**config.mk**
```make
export PLATFORM = sky130hd
export DESIGN_NAME = bb_erisim_hakemi
export DESIGN_NICKNAME = d
export VERILOG_FILES = /design/src/rtl/bb_erisim_hakemi.sv
export SDC_FILE = /design/constraint.sdc
export NUM_CORES = 1
export LEC_CHECK = 0
export CORE_AREA = 2 2 108 110
export DETAILED_ROUTE_END_ITERATION = 6
export DIE_AREA = 0 0 110 112
export DONT_BUFFER_PORTS = 1
export GPL_TIMING_DRIVEN = 0
export HOLD_SLACK_MARGIN = 0.05
export PLACE_DENSITY = 0.31
export SLEW_MARGIN = 20
export SYNTH_ARGS = -nofsm -noshare
export SYNTH_HDL_FRONTEND = slang
export SYNTH_SLANG_ARGS = --single-unit
```
**constraint.sdc**
```tcl
create_clock -name clk_g -period 1.76 [get_ports clk_g]
set_input_delay 0.352 -clock clk_g [delete_from_list [all_inputs] [get_ports clk_g]]
set_output_delay 0.352 -clock clk_g [all_outputs]
set_load 0.1 [all_outputs]
```
**src/rtl/bb_erisim_hakemi.sv**
```systemverilog
// bb_erisim_hakemi: arbitrates the BB port between fetch and loader with a starvation guard.
// Define YUKLE_KILIT_EN to let the loader hold exclusive ownership through yukle_kilit_g.
module bb_erisim_hakemi #(
  parameter int ADRES_BIT    = 32,
  parameter int VERI_BIT     = 32,
  parameter int ACLIK_SINIRI = 8
) (
  input  logic                  clk_g,
  input  logic                  rst_g,
  input  logic                  getir_istek_g,
  input  logic [ADRES_BIT-1:0]  getir_adres_g,
  input  logic                  getir_iptal_g,
  output logic                  getir_kabul_c,
  output logic [VERI_BIT-1:0]   getir_veri_c,
  output logic                  getir_veri_gecerli_c,
  input  logic                  yukle_istek_g,
  input  logic                  yukle_yaz_g,
  input  logic [ADRES_BIT-1:0]  yukle_adres_g,
  input  logic [VERI_BIT-1:0]   yukle_veri_g,
  input  logic [VERI_BIT/8-1:0] yukle_bayt_g,
  input  logic                  yukle_kilit_g,
  output logic                  yukle_kabul_c,
  output logic [VERI_BIT-1:0]   yukle_okunan_c,
  output logic                  yukle_okunan_gecerli_c,
  output logic                  bb_ena_c,
  output logic [VERI_BIT/8-1:0] bb_wea_c,
  output logic [ADRES_BIT-1:0]  bb_addra_c,
  output logic [VERI_BIT-1:0]   bb_dina_c,
  input  logic [VERI_BIT-1:0]   bb_douta_g
);
  localparam int SW = $clog2(ACLIK_SINIRI + 1);
  typedef enum logic [1:0] {
    BOSTA, GETIR, YUKLE
`ifdef YUKLE_KILIT_EN
    , KILIT
`endif
  } durum_t;
  durum_t durum_q, durum_d;
  logic [SW-1:0] aclik_q, aclik_d;
  logic yukle_kazan, getir_kazan, aclik_dolu, kilit_tut, kilit_oku;
`ifdef YUKLE_KILIT_EN
  logic oku_q;
  assign kilit_tut = durum_q == KILIT && yukle_kilit_g;
  assign kilit_oku = durum_q == KILIT && oku_q;
  always_ff @(posedge clk_g or posedge rst_g)
    if (rst_g) oku_q <= 1'b0;
    else oku_q <= yukle_kazan && !yukle_yaz_g;
`else
  logic unused_kilit;
  assign unused_kilit = yukle_kilit_g;
  assign kilit_tut = 1'b0;
  assign kilit_oku = 1'b0;
`endif
  assign aclik_dolu = aclik_q == SW'(ACLIK_SINIRI);
  always_comb begin
    yukle_kazan = yukle_istek_g && (kilit_tut || !getir_istek_g || aclik_dolu);
    getir_kazan = getir_istek_g && !yukle_kazan && !kilit_tut;
    aclik_d = (kilit_tut || !yukle_istek_g || yukle_kazan) ? '0 :
              aclik_dolu ? aclik_q : aclik_q + 1'b1;
    durum_d = yukle_kazan ? (yukle_yaz_g ? BOSTA : YUKLE) : getir_kazan ? GETIR : BOSTA;
`ifdef YUKLE_KILIT_EN
    if (kilit_tut || (yukle_kazan && yukle_kilit_g)) durum_d = KILIT;
`endif
  end
  always_ff @(posedge clk_g or posedge rst_g)
    if (rst_g) begin
      durum_q <= BOSTA;
      aclik_q <= '0;
    end else begin
      durum_q <= durum_d;
      aclik_q <= aclik_d;
    end
  assign getir_kabul_c          = getir_kazan;
  assign yukle_kabul_c          = yukle_kazan;
  assign bb_ena_c               = getir_kazan || yukle_kazan;
  assign bb_wea_c               = (yukle_kazan && yukle_yaz_g) ? yukle_bayt_g : '0;
  assign bb_addra_c             = yukle_kazan ? yukle_adres_g : getir_adres_g;
  assign bb_dina_c              = yukle_veri_g;
  assign getir_veri_c           = bb_douta_g;
  assign yukle_okunan_c         = bb_douta_g;
  assign getir_veri_gecerli_c   = durum_q == GETIR && !getir_iptal_g;
  assign yukle_okunan_gecerli_c = durum_q == YUKLE || kilit_oku;
endmodule

```
==> impl_metrics.toml <==
[global_route]
overflow = 0
grt_first_pass_wirelength_um = 4820
grt_pass1_vias = 944
antenna_found_initial = 0
grt_usage_pct = 5.32
grt_max_degree = 11

[clocking]
cts_buffers = 3
clockRootBuffer = "clkbuf_16"
clock_path_buffers = 2
cts.sinks = 6
clk_pin_slew_ns = 0.04
clk_latency_ns = 0.23
htree_levels = 1
cts_tree = "done"

[timing]
worstMarginPinSlew_ns = 1.05
relSlewSlack_pct = 29.9
final-hold-violation-count = 0
timing.final.crit_period_ns = 2.26
clock_skew_ns = 0.00471
tns_ns = -16.53
final.setup.worst_slack_ns = -0.497
period_share_pct = 128
fin_hold_ws_ns = 0.191
setup_viol = 39
max_clock_freq_ghz = 0.443
rsz0062_at_grt = "yes"
final_max_slew_viol_count = 0

[placed_design]
dp_hpwl_um = 3600
port_buffers = 0
placed_area_um2 = 1770
gp_congestion = 0.713

[detailed_routing]
firstDrtPassIters = 2
wl_per_cell_um = 12.4
routed_wl_um = 4030
drcViolationCount = 0
antenna_left = 0
first_iter_violations = 9
vias = 1083
post_drt_via_cell_ratio = 3.34

[floorplanning]
die_w_um = 110
io_pins = 276
rows = 39
core_area_um2 = 11200
start_util_pct = 13.0
die_area_um2 = 12300
die_y_um = 112

[hold_path]
whs_path_depth = 1
hold_path_class = "primary input to flop"

[flow_run]
maxCapViolCount = 0

[run_status]
status = "finished with violations"
violations = "setup timing"

[critical_path]
cpMaxStageDelayCell = "mux2_4"
cp.required_ns = 1.41
cp.arrival_ns = 1.91
reg2reg_depth = 7
endpoint_kind = "output port"
cp_cell_sequence = "inv_2 > ha_4 > nand3b_4 > a21boi_4 > buf_8 > buf_16 > mux2_4"
startpoint_type = "flop"
slowest_delay_ns = 0.45
crit_fanout = 6
path_class = "flop to output port"

[synth]
ys_types = 18
yosys_warnings = 0
syn_avg_cell_area_um2 = 8.93
synthCells = 163
ys_seq_area_share_pct = 10.3
ys_seq_elements = 6
syn-cell-area_um2 = 1460
syn_nets = 304

[layout]
n_fill_cell = 1196
final_area_um2 = 2070
syn_to_final_growth_pct = 42.3
diodes = 0
layout-drive-gt1-share_pct = 89.5
nets = 324

[power_and_ir_drop]
leakagePower_nw = 1.04
p_per_area_nw_per_um2 = 1100
ir_drop_mv = 0.368
-- metrics by stage --
stage               setup WS [ns]  power (mW)  utilization, %  instances
floorplan                  -0.283        1.82               -        163
global placement           -0.469        1.85            15.8        306
detailed placement         -0.447        1.85            15.8        306
CTS                        -0.539        2.28            18.4        321
global route               -0.562        2.32            18.5        324
finish                     -0.497        2.27            18.5        324
-- cell type report --
cell class | instances | area (um^2) | share of cell area [%]
timing repair buffer | 15 | 150 | 7.25
tap | 143 | 179 | 8.64
sequential | 6 | 150 | 7.25
clock buffer | 3 | 75.1 | 3.63
multi-input combinational | 53 | 703 | 34.0
inverter | 4 | 15.0 | 0.725
buffer | 100 | 798 | 38.5
-- synthesized netlist by cell type, drive strengths merged --
master / n / share of area [%]
buf: 100 / 52
mux2: 32 / 26
dfrtp: 6 / 10
and3: 4 / 1.7
inv: 4 / 1.0
nor2: 4 / 1.0
nor2b: 3 / 1.3
ha: 2 / 1.7
nand3: 2 / 0.69
a21boi: 1 / 0.77
nand3b: 1 / 1.4
nor3b: 1 / 0.52
or2: 1 / 0.43
xnor2: 1 / 0.60
xor2: 1 / 0.60
-- power by group --
group,switching (mW),internal [mW]
Sequential,0.00349,0.143
Clock,0.0725,0.291
Combinational,1.45,0.307
Total,1.53,0.742
-- cell usage in the layout, fill, tap and decap left out, types with 2 or more instances in the layout --
master	count
nor2_1	4
dfrtp_1	6
buf_4	105
and3_4	4
buf_8	2
buf_16	2
inv_1	2
nor2b_4	2
buf_6	4
mux2_4	32
clkbuf_16	3
inv_2	2
nand3_1	2
-- routing by layer --
layer / GRT usage, % / routed length (um)
met1: 4.28 / 943
met2: 11.1 / 2390
met3: 2.34 / 668
met4: 1.27 / 27
met5: 0 / 0
-- sequential cells by signal, summed over array words and instances (netlist names) --
register  cells
aclik_q       4
durum_q       2
-- path summary, 6_finish.rpt --
path | slack [ns] | endpoint | start
setup / recovery | -0.50 | bb_addra_c[25] | aclik_q[0]$_DFFE_PP0P_
hold / removal | 0.19 | durum_q[1]$_DFF_PP0_ | yukle_yaz_g
setup reg to reg | 0.06 | durum_q[0]$_DFF_PP0_ | aclik_q[0]$_DFFE_PP0P_
hold reg to reg | 0.57 | aclik_q[0]$_DFFE_PP0P_ | aclik_q[0]$_DFFE_PP0P_
max in group asynchronous | 1.05 | durum_q[0]$_DFF_PP0_ | rst_g
min in group asynchronous | 0.49 | aclik_q[1]$_DFFE_PP0P_ | rst_g
-- kinds of logic after synthesis --
logic type / synth area share, %
muxes: 25.5
buffers and inverters: 53.4
AOI/OAI and AO/OA: 0.774
xor gates and xnor gates: 1.20
and+or+nand+nor: 7.05
adders and majority gates: 1.72
DFF: 10.3
-- timing repair --
action,4_1_cts,5_1_grt
hold buffers,1,0
gates cloned,2,0
endpoints found under the setup margin,41,40
pin swaps,4,5
resized for setup,22,3
endpoints found under the hold margin,6,0
buffers inserted,9,4
-- worst max-delay path, delay by kind of cell, from the launching register on --
| kind | cells | cell delay [ns] |
|---|---|---|
| and+or+nand+nor | 1 | 0.09 |
| buffers and inverters | 3 | 0.41 |
| adders and majority gates | 1 | 0.14 |
| DFF | 1 | 0.38 |
| AOI/OAI and AO/OA | 1 | 0.19 |
| muxes | 1 | 0.45 |
Power figures use the tool's default switching activity.
==> patch 1: new RTL, same flow settings <==
Encoding of `durum_t`: now one-hot (3 bits for 3 values).
--- a/src/rtl/bb_erisim_hakemi.sv
+++ b/src/rtl/bb_erisim_hakemi.sv
@@ -29,8 +29,8 @@
   input  logic [VERI_BIT-1:0]   bb_douta_g
 );
   localparam int SW = $clog2(ACLIK_SINIRI + 1);
-  typedef enum logic [1:0] {
-    BOSTA, GETIR, YUKLE
+  typedef enum logic [2:0] {
+    BOSTA = 3'b001, GETIR = 3'b010, YUKLE = 3'b100
 `ifdef YUKLE_KILIT_EN
     , KILIT
 `endif
Formal check against the unedited RTL: same outputs for any inputs over 10 cycles, from zero or initial values and one cycle with rst_g high; not proved beyond that.
==> patch 1 against the unedited design <==
The flow still finishes with violations (negative setup slack); hold slack worse by 0.017 ns; maximum frequency up 2.2%; area after synthesis up 2.6%; total power up 1.4%; critical path depth unchanged; sequential cell count up 1; design area down 0.73%; wire length down 2.7%; setup slack better by 0.048 ns; non-clock buffer count down 7; register-to-register slack better by 0.02 ns; critical endpoint is now bb_addra_c[23]; largest cell class unchanged; highest routed layer unchanged.
==> patch 1: results (changes against the unedited design) <==
| Metric | Value |
|---|---|
| Biggest registers after layout | aclik_q: 4 flops, durum_q: 3 flops |
| Hpwl dp | 3550 um (-1.6%) |
| Final nets | 319 (-1.5%) |
| Post_cts resized | 3 (-86%) |
| Sequential area share after synthesis | 11.8% (+1.5 points) |
| Failing checks | negative setup slack |
| Peak supply drop | 0.000451 V (+22%) |
| Vias in the first global route | 957 (+1.4%) |
| WL/cell | 12.3 um (-1.5%) |
| Worst Hold End | durum_q[0]$_DFF_PP1_ |
| Slew of the pin with the lowest slew margin | 1.06 ns (+0.0133 ns) |
| Worst Hold Margin | 0.175 ns (-0.0168 ns) |
| Placed cell count | 309 (+0.98%) |
| Finished Cell Area | 2060 um^2 (-0.73%) |
| Multi-input combinational area share | 35.1% (+1.2 points) |
| Cell variety after synth | 20 (+2) |
| Synth area leaders | buf_4 (48%), mux2_2 (18%), dfrtp_1 (10%) |
| Min-Delay Startpoint | yukle_istek_g |
| GPL Wtd Cong | 0.647 (-9.2%) |
| Worst setup margin | -0.449 ns (+0.0477 ns) |
| Buffering overhead | 43.0% (-2.8 points) |
| Multi-input combinational cell count | 54 (+1.9%) |
| Cells after synthesis | 165 (+1.2%) |
| Routed wire length | 3920 um (-2.7%) |
| Worst Clk Skew | 0.00157 ns (-0.00314 ns) |
| Pleak | 0.00102 uW (-2.2%) |
| Final Setup Violations | 38 (-2.6%) |
| Placed Area | 1880 um^2 (+6.5%) |
| Status | finished, violations left |
| Total GRT Usage | 4.96% (-0.36 points) |
patch 1: cell count changes after synthesis:
cell | before | now
buf_4 | 98 | 96
mux2_2 | 29 | 24
buf_6 | 1 | 4
a21boi_4 | 0 | 1
nor4b_1 | 0 | 1
mux2_1 | 0 | 8
nor2b_1 | 3 | 2
o2bb2ai_1 | 0 | 1
mux2_4 | 3 | 0
a21boi_2 | 1 | 0
buf_8 | 1 | 0
dfstp_2 | 0 | 1
patch 1: cells by family after synthesis:
kind of cell               after synthesis  synth area share, %
buffers and inverters                  104                 52.3
muxes                                   32                 24.1
and+or+nand+nor                         16                 7.04
DFF                                      7                 11.8
AOI/OAI and AO/OA                        2                 1.84
xor gates and xnor gates                 2                 1.17
adders and majority gates                2                 1.68
patch 1: power by group:
group	internal, uW	switching [uW]
combinational	295	1450
clock	301	82.4
sequential	170	6.18
patch 1: per-layer routing:
layer	GRT usage, %	share of wire, %
met3	0.761	15
met1	4.66	28
met2	10.3	57
met5	0	0
met4	1.77	0.33
==> patch 2: new RTL, same settings <==
Without the edit above. The parameter `ACLIK_SINIRI` goes from 8 to 16.
--- a/src/rtl/bb_erisim_hakemi.sv
+++ b/src/rtl/bb_erisim_hakemi.sv
@@ -3,7 +3,7 @@
 module bb_erisim_hakemi #(
   parameter int ADRES_BIT    = 32,
   parameter int VERI_BIT     = 32,
-  parameter int ACLIK_SINIRI = 8
+  parameter int ACLIK_SINIRI = 16
 ) (
   input  logic                  clk_g,
   input  logic                  rst_g,
Formal check against the unedited RTL: not equivalent (a bounded check fails within 10 cycles, from zero or initial values and one cycle with rst_g high).
==> patch 2 against the unedited design <==
The run still ends with negative setup slack left; total power increased by 2.2%; area after synthesis increased by 10%; setup slack got worse by 0.20 ns; wire length increased by 13%; sequential cell count increased by 1; critical endpoint is now bb_addra_c[2]; clock skew decreased by 0.0036 ns; design area increased by 1.3%; combinational power about the same; non-clock buffer count decreased by 2; die area unchanged; maximum frequency decreased by 8.1%; largest power group unchanged; clock power increased by 6.3%; global-route usage increased by 0.30 points.
==> patch 2: results (changes against the unedited design) <==
| Metric | Value |
|---|---|
| Status | finished, violations left |
| Failing checks | negative setup slack |
| Hpwl dp | 3980 um (+10%) |
| Pleak | 0.00109 uW (+4.9%) |
| Share of layout cells above drive strength 1 | 85.9% (-3.6 points) |
| Biggest registers after layout | aclik_q: 5 flops, durum_q: 2 flops |
| Total GRT Usage | 5.62% (+0.30 points) |
| Slowest-stage cell, CP | mux2_4 |
| CP top delay family | buffers and inverters |
| Max clock buf depth | 2 (unchanged) |
| Post-CTS Setup Bufs | 4 (-5) |
| WP data arrival | 2.10 ns (+0.19 ns) |
| Clk root buf | clkbuf_16 |
| Synth Area in Compound Gates | 0.623% (-0.15 points) |
| WL/cell | 13.9 um (+12%) |
| R2r setup slk | -0.19 ns (-0.25 ns) |
| Pre-CTS setup slack | -0.641 ns (-0.194 ns) |
| Vias per inst | 3.35 (+0.24%) |
| Cell variety after synth | 20 (+2) |
| Worst Clk Skew | 0.00107 ns (-0.00363 ns) |
| RR Endpoint | durum_q[0]$_DFF_PP0_ |
| I/O Buffers | 0 (unchanged) |
| Synth Net Count | 309 (+1.6%) |
| Initial antenna violation count | 0 (unchanged) |
| Crit-path max FO | 8 (+2) |
| Synth Area in Adders | 1.56% (-0.16 points) |
| Iteration-0 DRC Markers | 8 (-1) |
| GPL Wtd Cong | 0.639 (-10%) |
| Final Setup Violations | 40 (+2.6%) |
| Vias in the first global route | 992 (+5.1%) |
| Power in sequential cells | 169 uW (+15%) |
| Worst reg2reg startpoint | aclik_q[0]$_DFFE_PP0P_ |
| H-tree levels | 1 (unchanged) |
| Pre-antenna DRT Iters | 4 (+2) |
| Clock Power | 387 uW (+6.3%) |
| Final nets | 327 (+0.93%) |
| R2R depth | 9 (+2) |
| Post-synth top cells | buf_4 (96), mux2_4 (28), dfrtp_1 (7) |
| Reg clk slew, reported paths | 0.04 ns (about the same) |
| Post-Synth XOR/XNOR Area | 1.63% (+0.43 points) |
| CTS Buf Count | 3 (unchanged) |
| Post_cts resized | 6 (-73%) |
| Synth area leaders | buf_4 (45%), mux2_4 (26%), dfrtp_1 (11%) |
| Worst setup margin | -0.696 ns (-0.199 ns) |
| Clock latency on the worst-skew pair | 0.23 ns (about the same) |
| Most used DFF post-synth | dfrtp_1 |
| Worst Hold End | durum_q[1]$_DFF_PP0_ |
| Fillers | 1219 (+1.9%) |
| Sequential area share after synthesis | 10.9% (+0.58 points) |
| Ys async rst share | 100% (unchanged) |
| WHS Path Cells | 1 (unchanged) |
| Peak supply drop | 0.000395 V (+7.2%) |
| Slew of the pin with the lowest slew margin | 1.05 ns (+0.00245 ns) |
| Setup TNS | -25.51 ns (-8.98 ns) |
| Min-Delay Startpoint | yukle_yaz_g |
| Mux share of post-synthesis cell area | 28.9% (+3.4 points) |
| Internal cell power | 771 uW (+3.9%) |
| Warnings, synthesis | 0 (unchanged) |
| Global-route wire length before repair | 5130 um (+6.4%) |
==> patch 2: area by class of cell <==
cell class / count / share of cell area, %
Sequential cell: 7 / 8.35
Inverter: 5 / 1.07
Clock buffer: 4 / 3.76
Multi-Input combinational cell: 56 / 32.8
Buffer: 99 / 37.2
Timing Repair Buffer: 14 / 8.23
Tap cell: 143 / 8.53
==> patch 2: through the flow <==
| step | power (uW) | hold slack (ns) | std cells | instance area (um^2) |
|---|---|---|---|---|
| 2_1_floorplan | 1850 | 0.155 | 168 | 1650 |
| 3_3_place_gp | 1900 | 0.208 | 311 | 1830 |
| 3_5_place_dp | 1890 | 0.202 | 311 | 1830 |
| 4_1_cts | 2310 | 0.178 | 320 | 1970 |
| 5_1_grt | 2370 | 0.175 | 328 | 2100 |
| 6_report | 2320 | 0.178 | 328 | 2100 |
==> patch 2: routing by layer <==
layer	up-vias	wire (um)	share of wire (%)	global-route usage [%]
met5	-	0	0	0
met4	0	23	0.50	1.52
met2	126	2580	56	10.8
met1	490	1280	28	5.10
met3	4	689	15	2.63
li1	479	-	-	-
==> patch 2: worst max-delay path by stage <==
stage | slack, ns | to | cells past startpoint | startpoint
4_1_cts | -0.81 | bb_wea_c[1] | 7 | aclik_q[0]$_DFFE_PP0P_
2_1_floorplan | -0.45 | bb_wea_c[0] | 7 | aclik_q[0]$_DFFE_PP0P_
5_1_grt | -0.78 | bb_wea_c[1] | 6 | aclik_q[0]$_DFFE_PP0P_
6_report | -0.70 | bb_addra_c[2] | 8 | aclik_q[0]$_DFFE_PP0P_
3_5_place_dp | -0.64 | bb_wea_c[1] | 7 | aclik_q[0]$_DFFE_PP0P_
3_3_place_gp | -0.65 | bb_wea_c[2] | 7 | aclik_q[0]$_DFFE_PP0P_
